--- config.mk ---
export PLATFORM = sky130hd
export DESIGN_NAME = mem_bus_arbiter_flat
export DESIGN_NICKNAME = d
export VERILOG_FILES = /design/src/rtl/mem_bus_arbiter_if.sv /design/src/rtl/mem_bus_arbiter.sv /design/src/flat_wrapper.sv
export SDC_FILE = /design/constraint.sdc
export NUM_CORES = 1
export LEC_CHECK = 0
export ABC_AREA = 1
export CORE_AREA = 4 4 208 210
export CTS_CLUSTER_SIZE = 40
export DETAILED_ROUTE_END_ITERATION = 10
export DIE_AREA = 0 0 212 214
export GPL_ROUTABILITY_DRIVEN = 0
export PLACE_DENSITY_LB_ADDON = 0.25
export SYNTH_ARGS = -nofsm -noshare
export SYNTH_HDL_FRONTEND = slang
export SYNTH_SLANG_ARGS = --single-unit
--- constraint.sdc ---
create_clock -name clk -period 4.85 [get_ports clk]
set_input_delay 0.7275 -clock clk [delete_from_list [all_inputs] [get_ports clk]]
set_output_delay 0.7275 -clock clk [all_outputs]
set_load 0.02 [all_outputs]
--- src/rtl/mem_bus_arbiter_if.sv ---
// Cache/memory bus bundle for the shared line-transfer arbiter.
// master: the arbiter's view. slave: the surrounding caches and memory.
interface mem_bus_arbiter_if #(
  parameter int unsigned ADDR_W = 64
);
  localparam int unsigned DATA_W = 64;

  // I-cache side
  logic              ic_req_i;
  logic [ADDR_W-1:0] ic_addr_i;
  logic              ic_gnt_o;
  logic              ic_rvalid_o;
  logic [DATA_W-1:0] ic_rdata_o;
  logic              ic_rlast_o;

  // D-cache side
  logic              dc_req_i;
  logic              dc_wr_i;
  logic [ADDR_W-1:0] dc_addr_i;
  logic              dc_gnt_o;
  logic              dc_wvalid_i;
  logic [DATA_W-1:0] dc_wdata_i;
  logic              dc_wready_o;
  logic              dc_rvalid_o;
  logic [DATA_W-1:0] dc_rdata_o;
  logic              dc_rlast_o;
  logic              dc_bdone_o;

  // Memory side
  logic              mem_req_o;
  logic              mem_wr_o;
  logic [ADDR_W-1:0] mem_addr_o;
  logic              mem_ack_i;
  logic              mem_wvalid_o;
  logic [DATA_W-1:0] mem_wdata_o;
  logic              mem_wlast_o;
  logic              mem_wready_i;
  logic              mem_rvalid_i;
  logic [DATA_W-1:0] mem_rdata_i;
  logic              mem_bvalid_i;

  modport master (
    input  ic_req_i, ic_addr_i,
    output ic_gnt_o, ic_rvalid_o, ic_rdata_o, ic_rlast_o,
    input  dc_req_i, dc_wr_i, dc_addr_i, dc_wvalid_i, dc_wdata_i,
    output dc_gnt_o, dc_wready_o, dc_rvalid_o, dc_rdata_o, dc_rlast_o, dc_bdone_o,
    output mem_req_o, mem_wr_o, mem_addr_o, mem_wvalid_o, mem_wdata_o, mem_wlast_o,
    input  mem_ack_i, mem_wready_i, mem_rvalid_i, mem_rdata_i, mem_bvalid_i
  );

  modport slave (
    output ic_req_i, ic_addr_i,
    input  ic_gnt_o, ic_rvalid_o, ic_rdata_o, ic_rlast_o,
    output dc_req_i, dc_wr_i, dc_addr_i, dc_wvalid_i, dc_wdata_i,
    input  dc_gnt_o, dc_wready_o, dc_rvalid_o, dc_rdata_o, dc_rlast_o, dc_bdone_o,
    input  mem_req_o, mem_wr_o, mem_addr_o, mem_wvalid_o, mem_wdata_o, mem_wlast_o,
    output mem_ack_i, mem_wready_i, mem_rvalid_i, mem_rdata_i, mem_bvalid_i
  );
endinterface

--- src/rtl/mem_bus_arbiter.sv ---
// Round-robin arbiter sharing one memory port between I-cache fills and
// D-cache fills/writebacks; one cache-line transaction at a time.
module mem_bus_arbiter #(
  parameter int unsigned BEATS  = 4,
  parameter int unsigned ADDR_W = 64
) (
  input logic               clk,
  input logic               reset,
  mem_bus_arbiter_if.master bus
);

  localparam int unsigned CNT_W = (BEATS > 1) ? $clog2(BEATS) : 1;
  localparam logic [CNT_W-1:0] LAST_BEAT = CNT_W'(BEATS - 1);

  localparam logic [2:0] S_ARB_IDLE  = 3'd0;
  localparam logic [2:0] S_ARB_ADDR  = 3'd1;
  localparam logic [2:0] S_ARB_RDATA = 3'd2;
  localparam logic [2:0] S_ARB_WDATA = 3'd3;
  localparam logic [2:0] S_ARB_WRESP = 3'd4;

  logic [2:0]        r_state;
  logic [2:0]        w_state_nxt;
  logic              r_owner;    // 0 = I-cache, 1 = D-cache
  logic              r_wr;
  logic [ADDR_W-1:0] r_addr;
  logic              r_rr_last;  // set after an I grant so D wins the next tie
  logic [CNT_W-1:0]  r_cnt;
  logic              r_ic_gnt;
  logic              r_dc_gnt;
  logic              r_bdone;

  logic w_take_ic;
  logic w_take_dc;
  logic w_rbeat;
  logic w_wbeat;
  logic w_bdone;
  logic w_last;
  logic w_ic_rv;
  logic w_dc_rv;

  // State register
  always_ff @(posedge clk or posedge reset) begin
    if (reset) r_state <= S_ARB_IDLE;
    else       r_state <= w_state_nxt;
  end

  // Next-state decode and combinational bus steering
  always_comb begin
    w_state_nxt = r_state;
    w_take_ic   = 1'b0;
    w_take_dc   = 1'b0;
    w_rbeat     = 1'b0;
    w_wbeat     = 1'b0;
    w_bdone     = 1'b0;
    w_last      = (r_cnt == LAST_BEAT);

    case (r_state)
      S_ARB_IDLE: begin
        if (bus.ic_req_i && (!bus.dc_req_i || !r_rr_last)) begin
          w_take_ic   = 1'b1;
          w_state_nxt = S_ARB_ADDR;
        end else if (bus.dc_req_i) begin
          w_take_dc   = 1'b1;
          w_state_nxt = S_ARB_ADDR;
        end
      end
      S_ARB_ADDR: begin
        if (bus.mem_ack_i) w_state_nxt = r_wr ? S_ARB_WDATA : S_ARB_RDATA;
      end
      S_ARB_RDATA: begin
        w_rbeat = bus.mem_rvalid_i;
        if (w_rbeat && w_last) w_state_nxt = S_ARB_IDLE;
      end
      S_ARB_WDATA: begin
        w_wbeat = bus.dc_wvalid_i && bus.mem_wready_i;
        if (w_wbeat && w_last) w_state_nxt = S_ARB_WRESP;
      end
      S_ARB_WRESP: begin
        w_bdone = bus.mem_bvalid_i;
        if (w_bdone) w_state_nxt = S_ARB_IDLE;
      end
      default: w_state_nxt = S_ARB_IDLE;
    endcase

    w_ic_rv = w_rbeat && !r_owner;
    w_dc_rv = w_rbeat && r_owner;

    bus.mem_req_o    = (r_state == S_ARB_ADDR);
    bus.mem_wr_o     = (r_state == S_ARB_ADDR) && r_wr;
    bus.mem_addr_o   = r_addr;

    bus.ic_rvalid_o  = w_ic_rv;
    bus.ic_rdata_o   = w_ic_rv ? bus.mem_rdata_i : '0;
    bus.ic_rlast_o   = w_ic_rv && w_last;
    bus.dc_rvalid_o  = w_dc_rv;
    bus.dc_rdata_o   = w_dc_rv ? bus.mem_rdata_i : '0;
    bus.dc_rlast_o   = w_dc_rv && w_last;

    bus.mem_wvalid_o = (r_state == S_ARB_WDATA) && bus.dc_wvalid_i;
    bus.mem_wdata_o  = (r_state == S_ARB_WDATA) ? bus.dc_wdata_i : '0;
    bus.mem_wlast_o  = bus.mem_wvalid_o && w_last;
    bus.dc_wready_o  = (r_state == S_ARB_WDATA) && bus.mem_wready_i;

    bus.ic_gnt_o     = r_ic_gnt;
    bus.dc_gnt_o     = r_dc_gnt;
    bus.dc_bdone_o   = r_bdone;
  end

  // Owner/address latch, round-robin pointer, beat counter, grant/done pulses
  always_ff @(posedge clk or posedge reset) begin
    if (reset) begin
      r_owner   <= 1'b0;
      r_wr      <= 1'b0;
      r_addr    <= '0;
      r_rr_last <= 1'b0;
      r_cnt     <= '0;
      r_ic_gnt  <= 1'b0;
      r_dc_gnt  <= 1'b0;
      r_bdone   <= 1'b0;
    end else begin
      r_ic_gnt <= w_take_ic;
      r_dc_gnt <= w_take_dc;
      r_bdone  <= w_bdone;
      if (w_take_ic) begin
        r_owner   <= 1'b0;
        r_wr      <= 1'b0;
        r_addr    <= bus.ic_addr_i;
        r_rr_last <= 1'b1;
      end else if (w_take_dc) begin
        r_owner   <= 1'b1;
        r_wr      <= bus.dc_wr_i;
        r_addr    <= bus.dc_addr_i;
        r_rr_last <= 1'b0;
      end
      if ((r_state == S_ARB_ADDR) && bus.mem_ack_i) r_cnt <= '0;
      else if (w_rbeat || w_wbeat)                  r_cnt <= r_cnt + CNT_W'(1);
    end
  end

endmodule

--- src/flat_wrapper.sv ---
// flat-port wrapper written by rule: the top's interface ports become plain ports
module mem_bus_arbiter_flat 
#(
  parameter int unsigned BEATS  = 4,
  parameter int unsigned ADDR_W = 64
)
  (clk, reset, bus_ic_req_i, bus_ic_addr_i, bus_ic_gnt_o, bus_ic_rvalid_o, bus_ic_rdata_o, bus_ic_rlast_o, bus_dc_req_i, bus_dc_wr_i, bus_dc_addr_i, bus_dc_wvalid_i, bus_dc_wdata_i, bus_dc_gnt_o, bus_dc_wready_o, bus_dc_rvalid_o, bus_dc_rdata_o, bus_dc_rlast_o, bus_dc_bdone_o, bus_mem_req_o, bus_mem_wr_o, bus_mem_addr_o, bus_mem_wvalid_o, bus_mem_wdata_o, bus_mem_wlast_o, bus_mem_ack_i, bus_mem_wready_i, bus_mem_rvalid_i, bus_mem_rdata_i, bus_mem_bvalid_i);
  mem_bus_arbiter_if #(.ADDR_W(ADDR_W)) bus_i ();
  input logic clk;
  input logic reset;
  input wire logic [$bits(bus_i.ic_req_i)-1:0] bus_ic_req_i;
  input wire logic [$bits(bus_i.ic_addr_i)-1:0] bus_ic_addr_i;
  output wire logic [$bits(bus_i.ic_gnt_o)-1:0] bus_ic_gnt_o;
  output wire logic [$bits(bus_i.ic_rvalid_o)-1:0] bus_ic_rvalid_o;
  output wire logic [$bits(bus_i.ic_rdata_o)-1:0] bus_ic_rdata_o;
  output wire logic [$bits(bus_i.ic_rlast_o)-1:0] bus_ic_rlast_o;
  input wire logic [$bits(bus_i.dc_req_i)-1:0] bus_dc_req_i;
  input wire logic [$bits(bus_i.dc_wr_i)-1:0] bus_dc_wr_i;
  input wire logic [$bits(bus_i.dc_addr_i)-1:0] bus_dc_addr_i;
  input wire logic [$bits(bus_i.dc_wvalid_i)-1:0] bus_dc_wvalid_i;
  input wire logic [$bits(bus_i.dc_wdata_i)-1:0] bus_dc_wdata_i;
  output wire logic [$bits(bus_i.dc_gnt_o)-1:0] bus_dc_gnt_o;
  output wire logic [$bits(bus_i.dc_wready_o)-1:0] bus_dc_wready_o;
  output wire logic [$bits(bus_i.dc_rvalid_o)-1:0] bus_dc_rvalid_o;
  output wire logic [$bits(bus_i.dc_rdata_o)-1:0] bus_dc_rdata_o;
  output wire logic [$bits(bus_i.dc_rlast_o)-1:0] bus_dc_rlast_o;
  output wire logic [$bits(bus_i.dc_bdone_o)-1:0] bus_dc_bdone_o;
  output wire logic [$bits(bus_i.mem_req_o)-1:0] bus_mem_req_o;
  output wire logic [$bits(bus_i.mem_wr_o)-1:0] bus_mem_wr_o;
  output wire logic [$bits(bus_i.mem_addr_o)-1:0] bus_mem_addr_o;
  output wire logic [$bits(bus_i.mem_wvalid_o)-1:0] bus_mem_wvalid_o;
  output wire logic [$bits(bus_i.mem_wdata_o)-1:0] bus_mem_wdata_o;
  output wire logic [$bits(bus_i.mem_wlast_o)-1:0] bus_mem_wlast_o;
  input wire logic [$bits(bus_i.mem_ack_i)-1:0] bus_mem_ack_i;
  input wire logic [$bits(bus_i.mem_wready_i)-1:0] bus_mem_wready_i;
  input wire logic [$bits(bus_i.mem_rvalid_i)-1:0] bus_mem_rvalid_i;
  input wire logic [$bits(bus_i.mem_rdata_i)-1:0] bus_mem_rdata_i;
  input wire logic [$bits(bus_i.mem_bvalid_i)-1:0] bus_mem_bvalid_i;
  assign bus_i.ic_req_i = bus_ic_req_i;
  assign bus_i.ic_addr_i = bus_ic_addr_i;
  assign bus_ic_gnt_o = bus_i.ic_gnt_o;
  assign bus_ic_rvalid_o = bus_i.ic_rvalid_o;
  assign bus_ic_rdata_o = bus_i.ic_rdata_o;
  assign bus_ic_rlast_o = bus_i.ic_rlast_o;
  assign bus_i.dc_req_i = bus_dc_req_i;
  assign bus_i.dc_wr_i = bus_dc_wr_i;
  assign bus_i.dc_addr_i = bus_dc_addr_i;
  assign bus_i.dc_wvalid_i = bus_dc_wvalid_i;
  assign bus_i.dc_wdata_i = bus_dc_wdata_i;
  assign bus_dc_gnt_o = bus_i.dc_gnt_o;
  assign bus_dc_wready_o = bus_i.dc_wready_o;
  assign bus_dc_rvalid_o = bus_i.dc_rvalid_o;
  assign bus_dc_rdata_o = bus_i.dc_rdata_o;
  assign bus_dc_rlast_o = bus_i.dc_rlast_o;
  assign bus_dc_bdone_o = bus_i.dc_bdone_o;
  assign bus_mem_req_o = bus_i.mem_req_o;
  assign bus_mem_wr_o = bus_i.mem_wr_o;
  assign bus_mem_addr_o = bus_i.mem_addr_o;
  assign bus_mem_wvalid_o = bus_i.mem_wvalid_o;
  assign bus_mem_wdata_o = bus_i.mem_wdata_o;
  assign bus_mem_wlast_o = bus_i.mem_wlast_o;
  assign bus_i.mem_ack_i = bus_mem_ack_i;
  assign bus_i.mem_wready_i = bus_mem_wready_i;
  assign bus_i.mem_rvalid_i = bus_mem_rvalid_i;
  assign bus_i.mem_rdata_i = bus_mem_rdata_i;
  assign bus_i.mem_bvalid_i = bus_mem_bvalid_i;
  mem_bus_arbiter #(.BEATS(BEATS), .ADDR_W(ADDR_W)) u_core (.clk(clk), .reset(reset), .bus(bus_i));
endmodule
==> run summary <==
Row count = 75
Routed wire per std cell = 17.4 µm
Clock tree buffer depth = 2
Syn Nets = 1,099
Cell Area, Synth = 5600 µm²
Period utilization = 0.756
Ports = 534
H-tree lvl count = 3
Startpoint Class = input port
Critical Path RT = 4.12 ns
Fin. Hold Viols = 0
Fmax = 273 MHz
Largest net degree at the start of global routing = 67
Layout cells sized above 1 = 0.0904
Yosys warning total = 0
Post-Route WL = 32.8 mm
Rel. slew slack = 0.282
Commonest cells in the synthesized netlist = nand2_1 (219), inv_1 (143), nor2_1 (124), nand3_1 (113), dfrtp_1 (75)
Yosys reg bits = 75
Register area = 1880 µm²
Ys flop type = dfrtp_1
Vias per cell = 3.72
First drt pass iteration count = 4
Worst-margin pin slew = 1.08 ns
Total gr overflow = 0
Synth-to-Final Area Change = 108%
Clock Skew = 0.0117 ns
CTS Sinks = 75
Tot Pwr = 5.15 mW
EDFF count, synth = 0
Top-count cell post-synth = nand2_1
Hold Path Class = flop to flop
Fillcell total = 4,582
Leakage = 5.21 nW
Post-detail-place hpwl = 27.1 mm
Outcome = completed
Antenna-violating nets left = 0
CTS buffer count = 9
Final non-filler cell total = 1,883
Die W = 212 µm
Async SR Flop Fraction = 1.00
Die ar. = 45,400 µm²
DP Cell Count = 1,861
Reg clk slew, reported paths = 0.06 ns
Worst EP arrival = 2.94 ns
Unrepaired setup endpoints after global routing = no
Max incr delay on CP = 0.55 ns
First-pass GRT wire length = 47.0 mm
Top cells by area, synth = dfrtp_1 (34%), nand2_1 (15%), nor2_4 (10%), nand3_1 (10%), inv_1 (9.6%)
Netlist cell types = 23
Bufs and invs on worst path = 4
Hold Slack = 0.485 ns
P per Cell Area = 443 nW/µm²
Share of the synthesized area in the top cell type = 0.335
Max-cap violation count = 0
Initial Util = 0.135
PortBufs = 533
Fin Setup TNS = 0 ns
Post-CTS sizing = 0
Nets = 1,600
Sequential-to-total area share from yosys stat = 0.335
CTS tree = yes
Crit. End Element = primary output
Vias = 7,012
Placed Area = 11,300 µm²
CP top delay family = buffers and inverters
Total Routing Usage GR = 0.137
WS Path Type = input port to primary output
Multi-input gate area = 2760 µm²
Final setup violation count = 0
Avg Cell Area, Syn = 6.73 µm²
Die H = 214 µm
Hold-fix buffers, CTS = 0
Slowest CP cell = inv_4
Peak supply drop = 209 µV
Core box area = 41,600 µm²
Worst slack, placed = 1.18 ns
Root buf cell = clkbuf_16
Worst-Skew Late Latency = 0.35 ns
Core Util, Final = 0.280
Initial drt markers = 250
DRC Markers = 0
Most used cell, CP = clkdlybuf4s50_1
Max-slew violations = 0
Final min period = 3.66 ns
Vias in the first global route = 7,220
Worst-path fanout max = 38
Post-CTS Repair Setup Buffers = 0
Cells along the critical path = clkdlybuf4s50_1 > nand3_2 > nor2_4 > inv_4 > buf_12 > nor2_1 > clkdlybuf4s50_1
Mapped Cells = 832
Setup ws final = 1.19 ns
Antenna violations before repair = 10
Yosys top cell by area = dfrtp_1
Fin area = 11,600 µm²
[cell type report]
type,instances,share of cell area
antenna,6,0.00129
clock buffer,9,0.0194
clock inverter,7,0.00850
inverter,150,0.0488
multi-input combinational,556,0.237
sequential,75,0.161
tap,539,0.0580
timing repair buffer,541,0.465
[per-layer routing]
layer | global-route usage | routed length, µm | up-vias
li1 | - | - | 3448
met3 | 0.0483 | 3220 | 35
met4 | 0.0443 | 729 | 2
met1 | 0.147 | 12100 | 3169
met2 | 0.250 | 16800 | 358
met5 | 0 | 20 | -
[sequential cells by signal (all words and copies together), names as in the netlist]
| name | flops |
|---|---|
| u_core.bus.mem_addr_o | 64 |
| u_core.r_state | 3 |
| u_core.r_cnt | 2 |
| u_core.bus.dc_bdone_o | 1 |
| u_core.bus.dc_gnt_o | 1 |
| u_core.bus.ic_gnt_o | 1 |
| u_core.r_owner | 1 |
| u_core.r_rr_last | 1 |
| u_core.r_wr | 1 |
[cells by family (layout without fill, tap and decap cells)]
group,Yosys count,count (layout),synth area share
AND/OR/NAND/NOR,550,550,0.485
other,0,6,0
AO/OA/AOI/OAI,5,5,0.00492
adder cells (fa/ha/maj),1,1,0.00224
buffers and inverters,201,707,0.173
flip-flops,75,75,0.335
[worst min-delay path, cell delays in order (launching register included)]
cell     delay, ns
dfrtp_1       0.35
nand2_1       0.06
nand2_1       0.05
[report_power, final]
part           internal, mW  leakage (nW)  switching, mW
Combinational          1.39          4.12           1.89
Clock                 0.455         0.156          0.300
Sequential            0.926         0.935          0.183
[path summary, 6_finish.rpt]
| path | startpoint | end | slack (ns) | depth (start not counted) |
|---|---|---|---|---|
| max in group asynchronous | reset | u_core.bus.mem_addr_o[24] | 3.02 | 3 |
| worst min-delay path | u_core.r_rr_last | u_core.r_rr_last | 0.48 | 2 |
| min in group asynchronous | reset | u_core.bus.mem_addr_o[40] | 0.86 | 2 |
| worst max-delay path | bus_mem_rvalid_i | bus_ic_rdata_o[43] | 1.19 | 7 |
| worst max register to register | u_core.r_state[2] | u_core.bus.mem_addr_o[34] | 2.35 | 8 |
| worst min register to register | u_core.r_rr_last | u_core.r_rr_last | 0.48 | 2 |
[placed cells by master (no fill, tap or decap), types with 2 or more instances in the layout]
cell type | netlist | final
o21ai_0 | 2 | 2
a21oi_1 | 2 | 2
bufinv_16 | 0 | 2
clkinv_2 | 0 | 2
nor2_1 | 124 | 124
nand2_1 | 219 | 219
nand3_1 | 113 | 113
clkbuf_16 | 0 | 9
diode_2 | 0 | 6
inv_6 | 0 | 2
nor2_2 | 32 | 32
nor2_4 | 52 | 52
buf_4 | 14 | 7
dfrtp_1 | 75 | 75
clkdlybuf4s50_1 | 0 | 533
inv_1 | 143 | 142
nand2_4 | 2 | 3
inv_2 | 7 | 6
nand4_1 | 3 | 3
Note: power is estimated with default switching activity, not from simulation.
